[src/rtl/boron_job_arbiter.sv]
// Round-robin arbiter sharing one BORON encrypt/decrypt core between N_REQ requesters.
// One job in flight: grant, start pulse, wait for done (or abort on timeout), return response.
module boron_job_arbiter #(
  parameter int N_REQ   = 4,
  parameter int ID_W    = 2,
  parameter int TIMEOUT = 40
) (
  input  logic                  clk,
  input  logic                  reset,
  input  logic                  key_ready,
  input  logic [N_REQ-1:0]      req_valid,
  input  logic [N_REQ-1:0]      req_mode,
  input  logic [64*N_REQ-1:0]   req_data,
  output logic [N_REQ-1:0]      req_ready,
  output logic [63:0]           core_text,
  output logic                  core_enc,
  output logic                  core_dec,
  output logic                  core_rst,
  input  logic                  core_done,
  input  logic [63:0]           core_result,
  output logic                  rsp_valid,
  input  logic                  rsp_ready,
  output logic [ID_W-1:0]       rsp_id,
  output logic [63:0]           rsp_data,
  output logic                  rsp_err,
  output logic                  busy,
  output logic [15:0]           jobs_done
);

  localparam int DATA_W = 64;
  localparam int CNT_W  = $clog2(TIMEOUT + 1);
  localparam logic [N_REQ-1:0] ONE = N_REQ'(1);

  typedef enum logic [2:0] {
    S_IDLE,
    S_START,
    S_BUSY,
    S_ABORT,
    S_RESP
  } state_t;

  state_t              state_q, state_d;
  logic [ID_W-1:0]     rr_ptr_q, rr_ptr_d;
  logic [ID_W-1:0]     gid_q, gid_d;
  logic                mode_q, mode_d;
  logic [DATA_W-1:0]   text_q, text_d;
  logic [DATA_W-1:0]   rdata_q, rdata_d;
  logic                err_q, err_d;
  logic [CNT_W-1:0]    cnt_q, cnt_d;
  logic [15:0]         jobs_q, jobs_d;

  logic                found;
  logic [ID_W-1:0]     win;
  logic                grant;

  // First pending requester at or after rr_ptr, wrapping at N_REQ-1.
  always_comb begin
    found = 1'b0;
    win   = '0;
    for (int i = 0; i < N_REQ; i++) begin
      if (!found && req_valid[(int'(rr_ptr_q) + i) % N_REQ]) begin
        found = 1'b1;
        win   = ID_W'((int'(rr_ptr_q) + i) % N_REQ);
      end
    end
  end

  assign grant     = (state_q == S_IDLE) && !reset && key_ready && found;
  assign req_ready = grant ? (ONE << win) : '0;

  always_comb begin
    state_d  = state_q;
    rr_ptr_d = rr_ptr_q;
    gid_d    = gid_q;
    mode_d   = mode_q;
    text_d   = text_q;
    rdata_d  = rdata_q;
    err_d    = err_q;
    cnt_d    = cnt_q;
    jobs_d   = jobs_q;
    case (state_q)
      S_IDLE: begin
        if (grant) begin
          gid_d    = win;
          mode_d   = req_mode[win];
          text_d   = req_data[int'(win)*DATA_W +: DATA_W];
          rr_ptr_d = ID_W'((int'(win) + 1) % N_REQ);
          state_d  = S_START;
        end
      end
      S_START: begin
        cnt_d   = '0;
        state_d = S_BUSY;
      end
      S_BUSY: begin
        cnt_d = cnt_q + 1'b1;
        // A done arriving on the last allowed cycle still counts as success.
        if (core_done) begin
          rdata_d = core_result;
          err_d   = 1'b0;
          state_d = S_RESP;
        end else if (cnt_q == CNT_W'(TIMEOUT - 1)) begin
          state_d = S_ABORT;
        end
      end
      S_ABORT: begin
        rdata_d = '0;
        err_d   = 1'b1;
        state_d = S_RESP;
      end
      S_RESP: begin
        if (rsp_ready) begin
          state_d = S_IDLE;
          if (!err_q && (jobs_q != 16'hFFFF)) jobs_d = jobs_q + 16'd1;
        end
      end
      default: state_d = S_IDLE;
    endcase
  end

  always_ff @(posedge clk) begin
    if (reset) begin
      state_q  <= S_IDLE;
      rr_ptr_q <= '0;
      gid_q    <= '0;
      mode_q   <= 1'b0;
      text_q   <= '0;
      rdata_q  <= '0;
      err_q    <= 1'b0;
      cnt_q    <= '0;
      jobs_q   <= '0;
    end else begin
      state_q  <= state_d;
      rr_ptr_q <= rr_ptr_d;
      gid_q    <= gid_d;
      mode_q   <= mode_d;
      text_q   <= text_d;
      rdata_q  <= rdata_d;
      err_q    <= err_d;
      cnt_q    <= cnt_d;
      jobs_q   <= jobs_d;
    end
  end

  assign core_text = text_q;
  assign core_enc  = (state_q == S_START) && !mode_q;
  assign core_dec  = (state_q == S_START) && mode_q;
  assign core_rst  = (state_q == S_ABORT);
  assign rsp_valid = (state_q == S_RESP);
  assign rsp_id    = gid_q;
  assign rsp_data  = rdata_q;
  assign rsp_err   = err_q;
  assign busy      = (state_q != S_IDLE);
  assign jobs_done = jobs_q;

endmodule
[config.mk]
export PLATFORM = sky130hd
export DESIGN_NAME = boron_job_arbiter
export DESIGN_NICKNAME = d
export VERILOG_FILES = /design/src/rtl/boron_job_arbiter.sv
export SDC_FILE = /design/constraint.sdc
export NUM_CORES = 1
export LEC_CHECK = 0
export CORE_AREA = 2 2 189 191
export CTS_CLUSTER_SIZE = 30
export DETAILED_ROUTE_END_ITERATION = 12
export DIE_AREA = 0 0 191 193
export PLACE_DENSITY_LB_ADDON = 0.12
export SYNTH_ARGS = -nofsm -noshare
export SYNTH_HDL_FRONTEND = slang
export SYNTH_SLANG_ARGS = --single-unit
[constraint.sdc]
create_clock -name clk -period 2.5 [get_ports clk]
set_input_delay 0.5 -clock clk [delete_from_list [all_inputs] [get_ports clk]]
set_output_delay 0.5 -clock clk [all_outputs]
set_load 0.01 [all_outputs]
==> flow_summary.toml <==
[floorplan]
num_rows = 69
die_w_um = 191
dieHeight_um = 193
initial_utilization_pct = 23.9
fp.dieArea_sq_um = 36900
io_pins = 489
core-area_sq_um = 35000

[critical_path]
critPathKind = "input pin to output port"
cp.arrival_ps = 1950
slowest_stage = "nor4_4"
cp_cell_sequence = "dlygate4sd2_1, nor2b_4, buf_4, nor4_4, nor2_4, inv_2, ha_2, and3_4, buf_6"
timing.critical_path.max_delay_family = "simple AND/OR/NAND/NOR gates"
cp_num_buf_inv = 4
required_ps = 2000
crit_path_max_fanout = 4
critPathLaunchType = "input pin"
end_kind = "output port"
slowest_delay_ps = 300

[detailed_routing]
drt-pass1-iter-count = 5
drt_iter0_markers = 504
viasPerCell = 4.93
postRouteAntennaNets = 0
drc = 0
detail_route.wl_per_cell_um = 19.6
routed_wl_um = 38200
num_vias = 9605

[sta]
period_needed_ps = 2450
max_freq_mhz = 408
rsz0062_at_grt = "true"
relSlewSlack_pct = 47.6
setup_slack_ps = 51.8
drv_slew = 0
setup_viol = 0
skew_ps = 8.96
worstMarginPinSlew_ps = 785
finalHoldViolations = 0
period_share_pct = 97.9

[placed_design]
dp_hpwl_um = 27700
dpl_worst_slack_ps = -609
dpl_cell_area_sq_um = 14100
port_buffers = 488
place_congestion = 0.815

[job]
cap_violations = 0

[global_routing]
grt_max_degree = 69
overflow = 0
grt_pass1_vias = 9509
antenna_found_initial = 6
grt.total_usage_pct = 20.1
grt_pass1_wl_um = 56900

[clocking]
ctsRootBufferMaster = "clkbuf_16"
clk_pin_slew_ps = 70
cts_tree = "built"
cts_buffer_depth = 2
cts_hold_buf = 0
worstSkewPairLatency_ps = 440
ctsHtreeMaxLevel = 4
cts_buffers = 17
clkSinkCount = 159

[pwr]
power_density_nw_per_um2 = 549
ir_worst_vdd_mv = 0.445
p_leak_nw = 5.50

[run_status]
status = "finished clean"

[worst_hold_path]
worstHoldPathType = "flop to flop"

[synthesis]
synth_cell_types = 59
ys_seq_area_share_pct = 38.1
synth_edf_count = 0
synthCells = 993
yosys_warnings = 0
ys_async_sr_fraction_pct = 0
synth_flop_cell = "dfxtp_1"
synth_seq_cells = 159
syn-num-nets = 1332
syn_area_sq_um = 8350
avgSynthCellArea_sq_um = 8.41

[layout]
layout_common_cells = "clkdlybuf4s50_1 (476), dfxtp_1 (157), nor2_1 (90), a21oi_1 (80), nand3_1 (74)"
areaGrowthSynthToFinish_pct = 77.2
final_common_cell = "clkdlybuf4s50_1"
postLayoutCellArea_sq_um = 14800
drive_gt1_share_pct = 10.2
num-nets-final = 1806
==> cell type report <==
type	instances	area [sq um]
diodes	7	17.5
clock buffers	17	425
clock inverters	15	195
fillers	3535	20200
inverters	11	41.3
multi-input cells	717	4740
flip-flops and latches	159	3190
well taps	461	577
repair buffers	561	5610
==> final timing paths <==
path | slack, ps | endpoint | cells after the start | start
setup / recovery | 50 | req_ready[1] | 9 | req_valid[2]
hold / removal | 460 | rsp_id[1] | 2 | rsp_id[1]
setup reg to reg | 260 | core_text[3] | 8 | rr_ptr_q[0]
hold reg to reg | 460 | rsp_id[1] | 2 | rsp_id[1]
==> stage by stage <==
stage               total power [W]  instances  TNS (ps)  hold WS [ps]  util (%)
floorplan                   0.00395        993         0           481         -
global placement            0.00532       1908    -21650           442      40.4
detailed placement          0.00533       1908    -23410           459      40.4
CTS                         0.00825       1941         0           469      42.2
global route                0.00852       1946     -60.7           499      42.3
finish                      0.00812       1948         0           460      42.3
==> per-layer routing <==
metal / part of all wire, % / wire length [um] / vias up / track usage, %
met3: 9.1 / 3470 / 57 / 6.43
li1: - / - / 4645 / -
met1: 40 / 15300 / 4494 / 23.7
met4: 3.2 / 1230 / 2 / 8.80
met5: 0.034 / 13 / - / 0
met2: 48 / 18200 / 407 / 33.5
==> cells by family (layout without fill, tap and decap cells) <==
group,count (synthesis),count (layout),share of synthesized area (%)
compound gates,369,369,30.1
simple gates,296,296,18.5
other cells,0,7,0
fa+ha+maj,6,6,0.899
mux,36,36,4.79
flops,159,159,38.1
xor+xnor,10,10,1.05
buf+inv,117,604,6.52
==> synth_stat cells (2+ instances only) <==
cell type  count  area [sq um]
nand2b_1      36           225
mux2i_1        4          40.0
buf_6          8          90.1
inv_1         11          41.3
mux2_1        18           203
a221o_1       30           300
nor4_1         5          31.3
or3_1          3          18.8
nor3_1         3          15.0
nor2_1        92           345
a21o_1        35           263
o31ai_1        3          22.5
dfxtp_1      159          3180
a22oi_1       65           488
nand3_1       74           370
o21ai_0       72           360
and3_1        38           238
nand4_1        5          31.3
buf_1          5          18.8
xnor2_1        9          78.8
a21oi_1       81           405
nor2b_1        3          18.8
or4_1          5          37.5
and2_1         2          12.5
clkbuf_1      67           251
nand2_1       15          56.3
buf_2         20           100
ha_1           6          75.1
a21boi_0      34           255
mux2_2        14           158
a211oi_1       4          30.0
o311ai_1      34           298
a2111oi_0      2          17.5
or2_2          2          12.5
buf_4          5          37.5
==> worst register-to-register path, cell delays in order, from the launching register on <==
cell	delay, ps
dfxtp_4	360
nor2b_1	200
buf_4	170
a211oi_4	40
nor2_4	140
buf_4	140
buf_4	350
mux2_2	410
a221o_1	320
==> what timing repair did <==
item                                    CTS  global route
cloned                                    0             0
endpoints found under the setup margin    7             5
setup buffers                             1             0
pin swaps                                 3             3
gates resized for setup                  31             9
==> state kept, by name, summed over array words and instances (netlist names) <==
| name | count |
|---|---|
| state_q | 3 |
| core_text | 64 |
| rr_ptr_q | 2 |
| rsp_id | 2 |
| mode_q | 1 |
| cnt_q | 6 |
| rsp_data | 64 |
| jobs_done | 16 |
| rsp_err | 1 |
==> power by group <==
group          internal (W)  switching (W)  leakage [nW]
clock               0.00161        0.00125         0.309
combinational       0.00138        0.00103          3.90
sequential          0.00273       0.000108          1.29
total               0.00573        0.00239          5.50
Note: power is estimated with default switching activity, not from simulation.
